## src/rtl/vga_timing_gen.sv

```systemverilog
// vga_timing_gen: parametrised VGA raster timing generator.
// Ports: pixClk, reset (async, active-high), en; outputs x, y (raw
// coordinates), valid/hSync/vSync (delayed PIPE_DLY stages),
// sol/sof/eof strobes aligned to x/y, frameCnt.
// Optional macro VGA_FRAME_CNT_EN builds the frame counter; without it
// frameCnt is constant 0.
module vga_timing_gen #(
    parameter int H_AV     = 640,
    parameter int H_FP     = 16,
    parameter int H_SP     = 96,
    parameter int H_BP     = 48,
    parameter int V_AV     = 480,
    parameter int V_FP     = 10,
    parameter int V_SP     = 2,
    parameter int V_BP     = 33,
    parameter bit H_POL    = 1'b0,
    parameter bit V_POL    = 1'b0,
    parameter int PIPE_DLY = 2,
    parameter int CW       = 10,
    parameter int FCW      = 8
) (
    input  logic           pixClk,
    input  logic           reset,
    input  logic           en,
    output logic [CW-1:0]  x,
    output logic [CW-1:0]  y,
    output logic           valid,
    output logic           hSync,
    output logic           vSync,
    output logic           sol,
    output logic           sof,
    output logic           eof,
    output logic [FCW-1:0] frameCnt
);

    localparam int H_TOTAL = H_AV + H_FP + H_SP + H_BP;
    localparam int V_TOTAL = V_AV + V_FP + V_SP + V_BP;
    localparam int T_MAX   = (H_TOTAL > V_TOTAL) ? H_TOTAL : V_TOTAL;

    localparam logic [CW-1:0] H_LAST = CW'(H_TOTAL - 1);
    localparam logic [CW-1:0] V_LAST = CW'(V_TOTAL - 1);
    localparam logic [CW-1:0] H_ACT  = CW'(H_AV);
    localparam logic [CW-1:0] V_ACT  = CW'(V_AV);
    localparam logic [CW-1:0] H_SS   = CW'(H_AV + H_FP);
    localparam logic [CW-1:0] H_SE   = CW'(H_AV + H_FP + H_SP);
    localparam logic [CW-1:0] V_SS   = CW'(V_AV + V_FP);
    localparam logic [CW-1:0] V_SE   = CW'(V_AV + V_FP + V_SP);
    localparam logic [CW-1:0] H_EOF  = CW'(H_AV - 1);
    localparam logic [CW-1:0] V_EOF  = CW'(V_AV - 1);

    // Stage word layout: {valid, hSync level, vSync level}
    localparam logic [2:0] ST_RST = {1'b0, ~H_POL, ~V_POL};

    if ((64'd1 << CW) <= 64'(T_MAX)) begin : g_err_cw
        $error("vga_timing_gen: CW too small for the mode totals");
    end
    if (PIPE_DLY > 8 || PIPE_DLY < 0) begin : g_err_dly
        $error("vga_timing_gen: PIPE_DLY must be 0..8");
    end
    if (H_FP == 0 || H_SP == 0 || H_BP == 0 ||
        V_FP == 0 || V_SP == 0 || V_BP == 0) begin : g_err_porch
        $error("vga_timing_gen: porch and sync widths must be non-zero");
    end

    logic [CW-1:0] x_nxt;
    logic [CW-1:0] y_nxt;
    logic          h_act;
    logic          v_act;
    logic          vid;
    logic          at_origin;
    logic [2:0]    st [PIPE_DLY+1];

    always_comb begin
        x_nxt = x + 1'b1;
        y_nxt = y;
        if (x == H_LAST) begin
            x_nxt = '0;
            y_nxt = (y == V_LAST) ? '0 : y + 1'b1;
        end
        h_act     = (x_nxt >= H_SS) && (x_nxt < H_SE);
        v_act     = (y_nxt >= V_SS) && (y_nxt < V_SE);
        vid       = (x_nxt < H_ACT) && (y_nxt < V_ACT);
        at_origin = (x_nxt == '0) && (y_nxt == '0);
    end

    // st[0] is aligned with x/y; st[PIPE_DLY] drives the outputs.
    always_ff @(posedge pixClk or posedge reset) begin
        if (reset) begin
            x   <= H_LAST;
            y   <= V_LAST;
            sol <= 1'b0;
            sof <= 1'b0;
            eof <= 1'b0;
            for (int i = 0; i <= PIPE_DLY; i++) st[i] <= ST_RST;
        end else begin
            sol <= en && (x_nxt == '0);
            sof <= en && at_origin;
            eof <= en && (x_nxt == H_EOF) && (y_nxt == V_EOF);
            if (en) begin
                x     <= x_nxt;
                y     <= y_nxt;
                st[0] <= {vid, h_act ~^ H_POL, v_act ~^ V_POL};
                for (int i = 1; i <= PIPE_DLY; i++) st[i] <= st[i-1];
            end
        end
    end

    assign {valid, hSync, vSync} = st[PIPE_DLY];

`ifdef VGA_FRAME_CNT_EN
    // Starts at all ones so the first frame after reset reads 0.
    always_ff @(posedge pixClk or posedge reset) begin
        if (reset)
            frameCnt <= '1;
        else if (en && at_origin)
            frameCnt <= frameCnt + 1'b1;
    end
`else
    assign frameCnt = '0;
`endif

endmodule
```

## config.mk

```make
export PLATFORM = sky130hd
export DESIGN_NAME = vga_timing_gen
export DESIGN_NICKNAME = d
export VERILOG_FILES = /design/src/rtl/vga_timing_gen.sv
export SDC_FILE = /design/constraint.sdc
export NUM_CORES = 1
export LEC_CHECK = 0
export CAP_MARGIN = 40
export CORE_MARGIN = 3
export CORE_UTILIZATION = 31
export CTS_CLUSTER_SIZE = 24
export DETAILED_ROUTE_END_ITERATION = 8
export GPL_TIMING_DRIVEN = 0
export PLACE_DENSITY = 0.59
export SYNTH_ARGS = -nofsm -noshare
export SYNTH_HDL_FRONTEND = slang
export SYNTH_SLANG_ARGS = --single-unit
```

## constraint.sdc

```tcl
create_clock -name pixClk -period 3.5 [get_ports pixClk]
set_input_delay 0.7 -clock pixClk [delete_from_list [all_inputs] [get_ports pixClk]]
set_output_delay 0.7 -clock pixClk [all_outputs]
set_load 0.02 [all_outputs]
```

==> qor.txt, run 1 <==
Largest net degree at the start of global routing: 21
Core area: 6870 sq um
RSZ-0062 raised after global routing: false
CP Capture Type: flop
Iter 0 DRT Violations: 143
PnR worst setup slack: 318 ps
Clock sink count: 32
Number of distinct library cells after synthesis: 54
Area share of the largest cell type after synthesis: 19.0%
P&R area growth vs syn: 26.5%
Fin cells: 391
Clk_lat worst skew: 300 ps
Pwr dens: 453 nW/um^2
I/O Buffers: 28
Crit-path cells: ha_1, clkbuf_1, nand4_1, or3_1, buf_6, a211oi_1, nand2_1, a2111oi_2
Tcrit/Tclk final: 90.9%
Mapped Cells: 251
Max Clock Freq: 314 MHz
Peak VDD IR: 0.198 mV
Worst EP required: 3680 ps
Final hold viol count: 0
Dpl hpwl: 4220 microns
Post-synthesis cell area: 2210 sq um
H-tree levels: 2
GRT Total Usage: 14.3%
DRC: 0
Syn. warnings: 0
Pre-CTS WS: 260 ps
Setup-failing EPs final: 0
Nets: 302
CTS clk-pin slew, worst paths: 70 ps
Vias in the first global route: 1,881
Layout cells sized above 1: 18.6%
Die area: 8180 sq um
CP max-delay cell: dfstp_2
Finished Cell Area: 2800 sq um
Antenna-violating nets left: 0
Clock Path Buffers: 2
Max-slew violations: 0
Initial antenna violation count: 0
Total power: 1.27 mW
PostCTS Resize Cnt: 0
Slew @ Worst Pin: 635 ps
Overflow left after global routing: 0
Setup_tns: 0 ps
Leading area contributor after synthesis: dfstp_2
Num CTS Buffers: 5
Outcome: complete, no violations
Gpl congestion: 0.872
Drt wl/cell: 14.6 microns
Crit path max-delay family: simple AND/OR/NAND/NOR gates
Maxcap violations: 0
First-pass GRT wire length: 9430 microns
Starting Density: 32.2%
Ranking of synthesized cells by area: dfstp_2, dfrtp_1, nand2_1
Post-synth EDFFs: 0
Startpoint Class: flop
Final min period: 3180 ps
Die width: 90.4 microns
WP buf/inv: 2
First-pass detailed-route iteration total: 4
Clock root cell: clkbuf_8
Worst path arrival time: 3360 ps
Avg Cell Area, Syn: 8.80 sq um
Ys flop type: dfstp_2
DIE HEIGHT: 90.4 microns
Post-CTS Hold Buffers: 0
TritonCTS clock tree: built
CP Max Fanout: 10
Via count: 1,992
Post-CTS Setup Bufs: 0
Cell Rows: 30
Setup Skew: 9.44 ps
Slew headroom: 57.4%
Max incr delay on CP: 590 ps
Placed instance count: 383
Lkg Pwr: 1.05 nW
Seq cells post-synth: 32
Register area share after synthesis: 37.1%
ANT cells: 0
Filler cells: 715
Worst min-delay path class: reg -> reg
Fraction of registers with async set or reset after synthesis: 100%
I/O pins: 37
Dpl cell area: 2660 sq um
Final WL: 5710 microns
Vias/cell: 5.09
Setup CP Type: reg -> reg
## Yosys cell counts, types with 5 or more instances
cell type  count
dfstp_2       16
inv_1          8
nand2_1       29
mux2_2         9
nor3_1         5
nand3_1       18
nand4_1       11
a21oi_1        8
nor2_1        12
clkbuf_1      11
xnor2_1       11
dfrtp_1       16
ha_1           5
o21ai_0       17
buf_4          9
xor2_1         7
## layer usage
| layer | vias up | wire [microns] | track usage [%] |
|---|---|---|---|
| met1 | 965 | 2690 | 19.8 |
| li1 | 966 | - | - |
| met5 | - | 0 | 0 |
| met2 | 56 | 2640 | 22.1 |
| met4 | 0 | 90 | 5.36 |
| met3 | 5 | 290 | 2.67 |
## flip-flops by register name (all words and copies together), names as in the netlist
register,cells
valid,1
eof,1
y,10
vSync,1
x,10
st,6
sof,1
sol,1
hSync,1
## worst paths after layout
path / start / slack [ps] / endpoint / cells after the start
setup reg to reg: x[1]$_DFFE_PP1P_ / 320 / sof$_DFF_PP0_ / 8
hold reg to reg: st[8]$_DFFE_PP0P_ / 500 / st[5]$_DFFE_PP0P_ / 1
min in group asynchronous: reset / 780 / y[5]$_DFFE_PP0P_ / 2
max in group asynchronous: reset / 2130 / st[4]$_DFFE_PP1P_ / 3
hold / removal: st[8]$_DFFE_PP0P_ / 500 / st[5]$_DFFE_PP0P_ / 1
setup / recovery: x[1]$_DFFE_PP1P_ / 320 / sof$_DFF_PP0_ / 8
## cells by family after synthesis
group | Yosys count | synth area share (%)
AO/OA/AOI/OAI | 45 | 13.5
flip-flops | 32 | 37.1
other | 1 | 0.170
XOR/XNOR | 18 | 7.13
multiplexers | 10 | 5.04
buffers and inverters | 34 | 8.10
AND/OR/NAND/NOR | 106 | 26.0
adder cells (fa/ha/maj) | 5 | 2.83
## through the flow
step | hold WS (ps) | util (%)
after detailed placement | 479 | 38.8
after global placement | 479 | 38.4
final | 505 | 40.7
after floorplan | 465 | -
after global routing | 525 | 40.7
after CTS | 506 | 40.6
## power by group
group | internal (mW) | total (mW) | leakage (nW) | switching [mW]
Combinational | 0.166 | 0.403 | 0.597 | 0.237
Sequential | 0.425 | 0.461 | 0.390 | 0.0355
Clock | 0.251 | 0.401 | 0.0645 | 0.150
Total | 0.842 | 1.27 | 1.05 | 0.423
## worst register-to-register path, cell delays in order, from the launching register on
cell and delay (ps):
dfstp_2 590, ha_1 170, clkbuf_1 340, nand4_1 370, or3_1 460, buf_6 150
a211oi_1 570, nand2_1 130, a2111oi_2 260
## placed cells by master, fill, tap and decap left out, drive strengths merged, types with 11 or more instances in the layout
master         count
nor2              12
nand2             29
dfrtp             16
nand3             18
dfstp             16
clkdlybuf4s50     28
o21ai             17
buf               15
nand4             11
clkbuf            19
xnor2             11
## layout make-up
type | instances | area, sq um | share of cell area [%]
clock buffer | 7 | 96.3 | 3.45
timing repair buffer | 29 | 308 | 11.0
clock inverter | 1 | 30.0 | 1.07
multi-input combinational | 192 | 1240 | 44.4
sequential | 32 | 821 | 29.4
inverter | 8 | 30.0 | 1.07
tap | 96 | 120 | 4.30
buffer | 26 | 149 | 5.33
(Power assumes the default switching activity.)
==> run 2, diff against run 1 <==
--- a/config.mk
+++ b/config.mk
@@ -12,6 +12,7 @@
 export DETAILED_ROUTE_END_ITERATION = 8
 export GPL_TIMING_DRIVEN = 0
 export PLACE_DENSITY = 0.59
+export SKIP_CTS_REPAIR_TIMING = 1
 export SYNTH_ARGS = -nofsm -noshare
 export SYNTH_HDL_FRONTEND = slang
 export SYNTH_SLANG_ARGS = --single-unit
==> results of run 2 <==
No change in the layout: final DEF, timing and power equal those of run 1.
